--- config.mk ---
export PLATFORM = sky130hd
export DESIGN_NAME = mc_controller
export DESIGN_NICKNAME = d
export VERILOG_FILES = /design/src/rtl/mc_pkg.sv /design/src/rtl/cond_unit.sv /design/src/rtl/mc_controller.sv
export SDC_FILE = /design/constraint.sdc
export NUM_CORES = 1
export LEC_CHECK = 0
export BUFFER_PORTS_ARGS = -buffer_cell sky130_fd_sc_hd__buf_2
export CELL_PAD_IN_SITES_DETAIL_PLACEMENT = 1
export CELL_PAD_IN_SITES_GLOBAL_PLACEMENT = 1
export CORE_UTILIZATION = 26
export CTS_CLUSTER_DIAMETER = 40
export DETAILED_ROUTE_END_ITERATION = 10
export PLACE_DENSITY = 0.83
export SLEW_MARGIN = 25
export SYNTH_ARGS = -nofsm -noshare
export SYNTH_HDL_FRONTEND = slang
export SYNTH_SLANG_ARGS = --single-unit
--- constraint.sdc ---
create_clock -name clk -period 1.6 [get_ports clk]
set_clock_uncertainty 0.15 [all_clocks]
set_input_delay 0 -clock clk [delete_from_list [all_inputs] [get_ports clk]]
set_output_delay 0 -clock clk [all_outputs]
set_load 0.02 [all_outputs]
--- src/rtl/mc_pkg.sv ---
// Shared types and encodings for the SimpleARM multicycle controller.
// Instr port carries Instr[31:12]; bit indices below are relative to that slice.
package mc_pkg;

  typedef enum logic [3:0] {
    S_FETCH  = 4'd0,
    S_DECODE = 4'd1,
    S_EXECR  = 4'd2,
    S_EXECI  = 4'd3,
    S_ALUWB  = 4'd4,
    S_MEMADR = 4'd5,
    S_MEMRD  = 4'd6,
    S_MEMWB  = 4'd7,
    S_MEMWR  = 4'd8,
    S_BRANCH = 4'd9
  } state_t;

  localparam logic [1:0] OP_DP  = 2'b00;
  localparam logic [1:0] OP_MEM = 2'b01;
  localparam logic [1:0] OP_BR  = 2'b10;

  localparam logic [3:0] COND_EQ = 4'b0000;
  localparam logic [3:0] COND_NE = 4'b0001;
  localparam logic [3:0] COND_CS = 4'b0010;
  localparam logic [3:0] COND_CC = 4'b0011;
  localparam logic [3:0] COND_MI = 4'b0100;
  localparam logic [3:0] COND_PL = 4'b0101;
  localparam logic [3:0] COND_VS = 4'b0110;
  localparam logic [3:0] COND_VC = 4'b0111;
  localparam logic [3:0] COND_HI = 4'b1000;
  localparam logic [3:0] COND_LS = 4'b1001;
  localparam logic [3:0] COND_GE = 4'b1010;
  localparam logic [3:0] COND_LT = 4'b1011;
  localparam logic [3:0] COND_GT = 4'b1100;
  localparam logic [3:0] COND_LE = 4'b1101;
  localparam logic [3:0] COND_AL = 4'b1110;
  localparam logic [3:0] COND_NV = 4'b1111;

  localparam logic [3:0] ALU_ADD = 4'b0100;
  localparam logic [3:0] ALU_SUB = 4'b0010;

  localparam logic [1:0] IMM_DP  = 2'b00;
  localparam logic [1:0] IMM_MEM = 2'b01;
  localparam logic [1:0] IMM_BR  = 2'b10;

  localparam logic [1:0] RES_ALUOUT = 2'b00;
  localparam logic [1:0] RES_DATA   = 2'b01;
  localparam logic [1:0] RES_ALURES = 2'b10;

  localparam logic [1:0] SRCB_SHIFT = 2'b00;
  localparam logic [1:0] SRCB_IMM   = 2'b01;
  localparam logic [1:0] SRCB_FOUR  = 2'b10;

  // flags is {N,Z,C,V}
  function automatic logic cond_eval(input logic [3:0] cond, input logic [3:0] flags);
    logic n, z, c, v;
    logic res;
    n = flags[3];
    z = flags[2];
    c = flags[1];
    v = flags[0];
    case (cond)
      COND_EQ: res = z;
      COND_NE: res = ~z;
      COND_CS: res = c;
      COND_CC: res = ~c;
      COND_MI: res = n;
      COND_PL: res = ~n;
      COND_VS: res = v;
      COND_VC: res = ~v;
      COND_HI: res = c & ~z;
      COND_LS: res = ~c | z;
      COND_GE: res = (n == v);
      COND_LT: res = (n != v);
      COND_GT: res = ~z & (n == v);
      COND_LE: res = z | (n != v);
      COND_AL: res = 1'b1;
      default: res = 1'b0;
    endcase
    return res;
  endfunction

endpackage

--- src/rtl/cond_unit.sv ---
// Holds the NZCV flag register and evaluates the condition field against it.
module cond_unit
  import mc_pkg::*;
(
  input  logic       clk,
  input  logic       reset,
  input  logic [3:0] cond,
  input  logic [3:0] alu_flags,
  input  logic       flag_write,
  output logic       cond_ex,
  output logic       stored_carry
);

  logic [3:0] flags;

  always_ff @(posedge clk or posedge reset) begin
    if (reset) begin
      flags <= 4'b0000;
    end else if (flag_write) begin
      flags <= alu_flags;
    end
  end

  // Only the held flags participate; live ALU flags belong to the current op.
  assign cond_ex      = cond_eval(cond, flags);
  assign stored_carry = flags[1];

endmodule

--- src/rtl/mc_controller.sv ---
// Multicycle control FSM for the SimpleARM core: sequences fetch, decode,
// execute, memory and writeback over the shared datapath.
module mc_controller
  import mc_pkg::*;
(
  input  logic        clk,
  input  logic        reset,
  input  logic [19:0] Instr,
  input  logic [3:0]  ALUFlags,
  output logic        PCWrite,
  output logic        AdrSrc,
  output logic        MemWrite,
  output logic        IRWrite,
  output logic        RegWrite,
  output logic [1:0]  ResultSrc,
  output logic        ALUSrcA,
  output logic [1:0]  ALUSrcB,
  output logic [3:0]  ALUControl,
  output logic [1:0]  ImmSrc,
  output logic [1:0]  RegSrc,
  output logic        linkSelect,
  output logic        storedCarry,
  output logic [3:0]  state_o
);

  state_t state, state_next;

  logic [3:0] cond;
  logic [1:0] op;
  logic       i_bit;
  logic [3:0] opcode;
  logic       s_bit;
  logic       u_bit;
  logic       l_bit;
  logic       link_bit;
  logic [3:0] rd;
  logic       rd_is_pc;
  logic       unused_rn;

  assign cond      = Instr[19:16];
  assign op        = Instr[15:14];
  assign i_bit     = Instr[13];
  assign opcode    = Instr[12:9];
  assign link_bit  = Instr[12];
  assign u_bit     = Instr[11];
  assign s_bit     = Instr[8];
  assign l_bit     = Instr[8];
  assign rd        = Instr[3:0];
  assign rd_is_pc  = (rd == 4'hF);
  assign unused_rn = ^Instr[7:4];

  logic cond_ex;
  logic flag_write;
  logic pc_write_s;
  logic mem_write_s;
  logic ir_write_s;
  logic reg_write_s;

  cond_unit u_cond (
    .clk          (clk),
    .reset        (reset),
    .cond         (cond),
    .alu_flags    (ALUFlags),
    .flag_write   (flag_write),
    .cond_ex      (cond_ex),
    .stored_carry (storedCarry)
  );

  always_ff @(posedge clk or posedge reset) begin
    if (reset) begin
      state <= S_FETCH;
    end else begin
      state <= state_next;
    end
  end

  always_comb begin
    state_next  = state;
    pc_write_s  = 1'b0;
    mem_write_s = 1'b0;
    ir_write_s  = 1'b0;
    reg_write_s = 1'b0;
    flag_write  = 1'b0;
    AdrSrc      = 1'b0;
    ResultSrc   = RES_ALUOUT;
    ALUSrcA     = 1'b0;
    ALUSrcB     = SRCB_SHIFT;
    ALUControl  = ALU_ADD;
    ImmSrc      = IMM_DP;
    RegSrc      = 2'b00;
    linkSelect  = 1'b0;

    case (state)
      S_FETCH: begin
        ir_write_s = 1'b1;
        pc_write_s = 1'b1;
        ALUSrcA    = 1'b1;
        ALUSrcB    = SRCB_FOUR;
        ResultSrc  = RES_ALURES;
        state_next = S_DECODE;
      end

      S_DECODE: begin
        // PC+8 is formed here so R15 reads see the architectural value.
        ALUSrcA = 1'b1;
        ALUSrcB = SRCB_FOUR;
        if (!cond_ex) begin
          state_next = S_FETCH;
        end else begin
          case (op)
            OP_DP:   state_next = i_bit ? S_EXECI : S_EXECR;
            OP_MEM:  state_next = S_MEMADR;
            OP_BR:   state_next = S_BRANCH;
            default: state_next = S_FETCH;
          endcase
        end
      end

      S_EXECR, S_EXECI: begin
        ALUControl = opcode;
        ALUSrcB    = (state == S_EXECI) ? SRCB_IMM : SRCB_SHIFT;
        flag_write = s_bit;
        // TST/TEQ/CMP/CMN only set flags and have no destination.
        state_next = (opcode[3:2] == 2'b10) ? S_FETCH : S_ALUWB;
      end

      S_ALUWB: begin
        ResultSrc   = RES_ALUOUT;
        reg_write_s = 1'b1;
        pc_write_s  = rd_is_pc;
        state_next  = S_FETCH;
      end

      S_MEMADR: begin
        ALUSrcB    = SRCB_IMM;
        ImmSrc     = IMM_MEM;
        ALUControl = u_bit ? ALU_ADD : ALU_SUB;
        state_next = l_bit ? S_MEMRD : S_MEMWR;
      end

      S_MEMRD: begin
        AdrSrc     = 1'b1;
        state_next = S_MEMWB;
      end

      S_MEMWB: begin
        ResultSrc   = RES_DATA;
        reg_write_s = 1'b1;
        pc_write_s  = rd_is_pc;
        state_next  = S_FETCH;
      end

      S_MEMWR: begin
        AdrSrc      = 1'b1;
        mem_write_s = 1'b1;
        RegSrc      = 2'b10;
        state_next  = S_FETCH;
      end

      S_BRANCH: begin
        ALUSrcA     = 1'b0;
        RegSrc      = 2'b01;
        ALUSrcB     = SRCB_IMM;
        ImmSrc      = IMM_BR;
        ALUControl  = ALU_ADD;
        ResultSrc   = RES_ALURES;
        pc_write_s  = 1'b1;
        linkSelect  = link_bit;
        reg_write_s = link_bit;
        state_next  = S_FETCH;
      end

      default: begin
        state_next = S_FETCH;
      end
    endcase
  end

  // Reset lands in FETCH, whose Moore enables are active; mask them while
  // reset is held so nothing is written during or right after abort.
  assign PCWrite  = pc_write_s  & ~reset;
  assign MemWrite = mem_write_s & ~reset;
  assign IRWrite  = ir_write_s  & ~reset;
  assign RegWrite = reg_write_s & ~reset;

  assign state_o = state;

endmodule

==> impl_summary.txt <==
----------------------------------------------------
[Timing]
  Setup repair after global routing missed its margin ... true
  Number of setup violations in the final report ... 8
  Final Worst Setup Slack ... -0.218 ns
  Highest achievable clock rate ... 0.550 GHz
  Setup TNS after final layout ... -1.07 ns
  Worst-Margin Slew ... 0.419 ns
  Final hold violations ... 0
  Max-slew violation total from the final report ... 0
  Slew HR ... 71.8%
  Minimum clock period after layout ... 1.82 ns
  Hold Slack ... 0.0780 ns
  Share of the cycle needed by the critical path after routing ... 114%

[Placement]
  Count of buffers from port buffering ... 45
  Final weighted congestion in routability-driven placement ... 0.792
  HPWL after detailed placement ... 2270 um
  Post-place instance area ... 1190 um2

[Layout]
  Total area of sequential cells ... 205 um2
  Ant. Diodes ... 0
  Layout Utilization ... 48.4%
  Area growth, synth to finish ... 73.9%
  Multi-input gate area in the final layout ... 721 um2
  Total Nets Final ... 208
  Share of final-layout standard cells stronger than drive strength 1 ... 56.5%
  Post-route standard cell area excluding fillers ... 1500 um2
  Number of fill cells in the layout ... 400

[Logic synthesis]
  Total nets after synthesis ... 140
  Share of flip-flops with an asynchronous set or reset after synthesis ... 100%
  EDFF count, synth ... 0
  Post-synth design cell area ... 863 um2
  Number of storage elements in the synthesis netlist ... 8
  Unique masters post-synth ... 37
  Synthesized instance count ... 110
  Mean Syn Cell Area ... 7.85 um2
  Top FF cell, synth ... sky130_fd_sc_hd__dfrtp_1
  Total of warnings raised by yosys ... 0
  Sequential cell area fraction in the yosys report ... 23.2%

[Setup path]
  Kind of critical path ... register to register
  Required time reported for the critical path endpoint ... 1.61 ns
  Kind of end point of the critical path ... register
  Reg2reg path depth ... 5
  Type of origin of the critical path ... register
  Critical path arrival ... 1.83 ns
  Worst Setup SP ... u_cond.flags[0]
  Maximum fanout count along the critical path ... 4
  Reg2reg start ... u_cond.flags[0]

[Clock network]
  Clock tree from TritonCTS ... built
  Clock insertion delay at the later pin of the skew report ... 0.25 ns
  Clock transition at the register clock pins on the worst setup and hold paths after CTS ... 0.06 ns
  Number of H-tree branching levels ... 1
  Clk root buf ... sky130_fd_sc_hd__clkbuf_4
  Number of sinks driven by the clock tree ... 8
  Buffers from clock root to sink, at most ... 2
  CTS Buf Count ... 3

[Floorplan]
  Top-level I/O count ... 50
  Number of standard-cell rows in the floorplan ... 20
  Die area ... 3560 um2
  Starting density of the core ... 27.8%
  Horiz. Die Dim ... 59.6 um
  Die span in y ... 59.6 um
  Area of the placeable core ... 3100 um2

[Power]
  Switching component of the power ... 1260 uW
  Sequential share of power ... 17.9%
  Switching part of the total power ... 49.7%
  Total power ... 2530 uW
  Leak Pwr ... 0.000760 uW
  Gate power share ... 75.5%
  Maximum VDD drop ... 0.000554 V
  Relative contribution of the clock network to total power ... 6.6%
  Internal cell power ... 1270 uW
  PD cells ... 1680 nW/um2

[Hold path]
  Launch point of the worst hold path ... Instr[15]
  Worst hold path depth ... 4
  Worst min-delay path class ... input pin to register

[GRT]
  Met1 routing resource usage after global routing ... 20.7%
  Wire length of the first global-routing pass ... 4560 um
  GRT busiest layer ... met2
  Via count of the first global-routing pass ... 1,013
  Met2 track demand over resource in global routing ... 29.2%
  Global routing usage summed across all routing layers ... 16.9%
  GR met3 Demand/Resource ... 1.53%
  Sum of overflow across all layers after global routing ... 0
  Maximum number of pins on one net before global-route repair ... 11
  Antenna violations before repair ... 0

[Job]
  Max-cap violation count ... 0

[Detailed routing]
  DR WL/cell ... 16.8 um
  Remaining number of nets flagged by the antenna check after routing ... 0
  Total routed wirelength ... 3720 um
  Length of the first detailed-routing pass in iterations ... 4
  Number of vias after detailed routing ... 1,107
  Drt via density ... 5.01
  DRC ... 0
  Iteration-0 DRC count of the detailed router ... 47

[Outcome]
  Result of the run ... finished, violations left
  Violated checks ... negative setup slack

----------------------------------------------------
[registers in the layout (all words and copies together), names as in the netlist]
| name | flops |
|---|---|
| u_cond.flags | 4 |
| state_o | 4 |
[what timing repair did]
item	4_1_cts	5_1_grt
hold buffers	6	0
hold endpoints to repair	13	0
setup buffers	0	12
endpoints found under the setup margin	12	15
pin swaps	3	3
resized for setup	10	24
[placed cells by master, fill, tap and decap left out, types with 2 or more instances in the layout]
| cell | instances |
|---|---|
| sky130_fd_sc_hd__a21oi_1 | 5 |
| sky130_fd_sc_hd__and3_1 | 3 |
| sky130_fd_sc_hd__and3_2 | 2 |
| sky130_fd_sc_hd__and3b_1 | 3 |
| sky130_fd_sc_hd__buf_2 | 41 |
| sky130_fd_sc_hd__buf_4 | 19 |
| sky130_fd_sc_hd__buf_6 | 5 |
| sky130_fd_sc_hd__clkbuf_4 | 3 |
| sky130_fd_sc_hd__dfrtp_1 | 4 |
| sky130_fd_sc_hd__dfrtp_2 | 4 |
| sky130_fd_sc_hd__dlygate4sd3_1 | 6 |
| sky130_fd_sc_hd__ha_1 | 4 |
| sky130_fd_sc_hd__inv_1 | 7 |
| sky130_fd_sc_hd__mux2_2 | 4 |
| sky130_fd_sc_hd__mux2i_1 | 2 |
| sky130_fd_sc_hd__nand2_1 | 13 |
| sky130_fd_sc_hd__nand2b_1 | 2 |
| sky130_fd_sc_hd__nand3_1 | 2 |
| sky130_fd_sc_hd__nor2_1 | 3 |
| sky130_fd_sc_hd__nor2b_1 | 2 |
| sky130_fd_sc_hd__nor2b_4 | 2 |
| sky130_fd_sc_hd__nor3_1 | 4 |
| sky130_fd_sc_hd__o21ai_0 | 2 |
| sky130_fd_sc_hd__o21ai_1 | 5 |
| sky130_fd_sc_hd__o32ai_2 | 2 |
| sky130_fd_sc_hd__xnor2_1 | 2 |
| sky130_fd_sc_hd__xor2_1 | 2 |
[synth_stat cells, types with 3 or more instances]
| cell | number | area (um2) |
|---|---|---|
| sky130_fd_sc_hd__xor2_1 | 3 | 26.3 |
| sky130_fd_sc_hd__inv_1 | 7 | 26.3 |
| sky130_fd_sc_hd__and3_1 | 5 | 31.3 |
| sky130_fd_sc_hd__nor2b_1 | 5 | 31.3 |
| sky130_fd_sc_hd__ha_1 | 4 | 50.1 |
| sky130_fd_sc_hd__dfrtp_1 | 8 | 200 |
| sky130_fd_sc_hd__nor3_1 | 5 | 25.0 |
| sky130_fd_sc_hd__o21ai_0 | 3 | 15.0 |
| sky130_fd_sc_hd__and3b_1 | 3 | 26.3 |
| sky130_fd_sc_hd__nand3_1 | 3 | 15.0 |
| sky130_fd_sc_hd__a21oi_1 | 6 | 30.0 |
| sky130_fd_sc_hd__o21ai_1 | 4 | 20.0 |
| sky130_fd_sc_hd__clkbuf_1 | 5 | 18.8 |
| sky130_fd_sc_hd__mux2_2 | 4 | 45.0 |
| sky130_fd_sc_hd__nand2b_1 | 3 | 18.8 |
| sky130_fd_sc_hd__nand2_1 | 13 | 48.8 |
| sky130_fd_sc_hd__nor2_1 | 5 | 18.8 |
[kinds of logic (layout without fill, tap and decap cells)]
logic type	Yosys count	after routing	share of synthesized area, %
AND/OR/NAND/NOR	46	46	29.0
AO/OA/AOI/OAI	25	25	20.6
buffers and inverters	16	83	8.84
flip-flops	8	8	23.2
multiplexers	6	6	7.54
XOR/XNOR	5	5	5.07
adder cells (fa/ha/maj)	4	4	5.80
[power by group through the flow]
stage                     Clock [uW]  Sequential [uW]  Combinational (uW)
after global placement             0              428                1290
after floorplan                    0              435                 882
after global routing             189              468                2030
after detailed placement           0              443                1360
after CTS                        175              460                1420
final                            167              452                1910
[final cells by class]
class	count	share of cell area, %
multi-input combinational	86	48.0
timing repair buffer	71	30.9
clock buffer	4	1.75
inverter	8	2.00
sequential	8	13.7
tap	44	3.67
[per-stage QoR]
stage / cells / worst slack (ns)
finish: 221 / -0.218
CTS: 209 / -0.159
detailed placement: 199 / -0.195
global route: 221 / -0.267
global placement: 199 / -0.0560
floorplan: 110 / -0.00700
[worst max-delay path, stage by stage, from the launching register on]
cell and delay, ns:
sky130_fd_sc_hd__dfrtp_1 0.43, sky130_fd_sc_hd__xor2_2 0.18, sky130_fd_sc_hd__or4b_4 0.54, sky130_fd_sc_hd__a21oi_4 0.16, sky130_fd_sc_hd__a311oi_4 0.07, sky130_fd_sc_hd__o21ai_1 0.19
[path summary, 6_finish.rpt]
check | slack, ns | end
max reg2reg | -0.22 | state_o[2]
min reg2reg | 0.46 | u_cond.flags[2]
min in group asynchronous | 0.20 | u_cond.flags[0]
max in group asynchronous | 0.80 | state_o[0]
max | -0.22 | state_o[2]
min | 0.08 | state_o[3]
[per-layer routing]
layer  routed length, um  vias to the layer above
li1                    -                      521
met1                1530                      548
met2                1990                       30
met3                 100                        8
met4                  96                        0
met5                   0                        -
(Power assumes the default switching activity.)
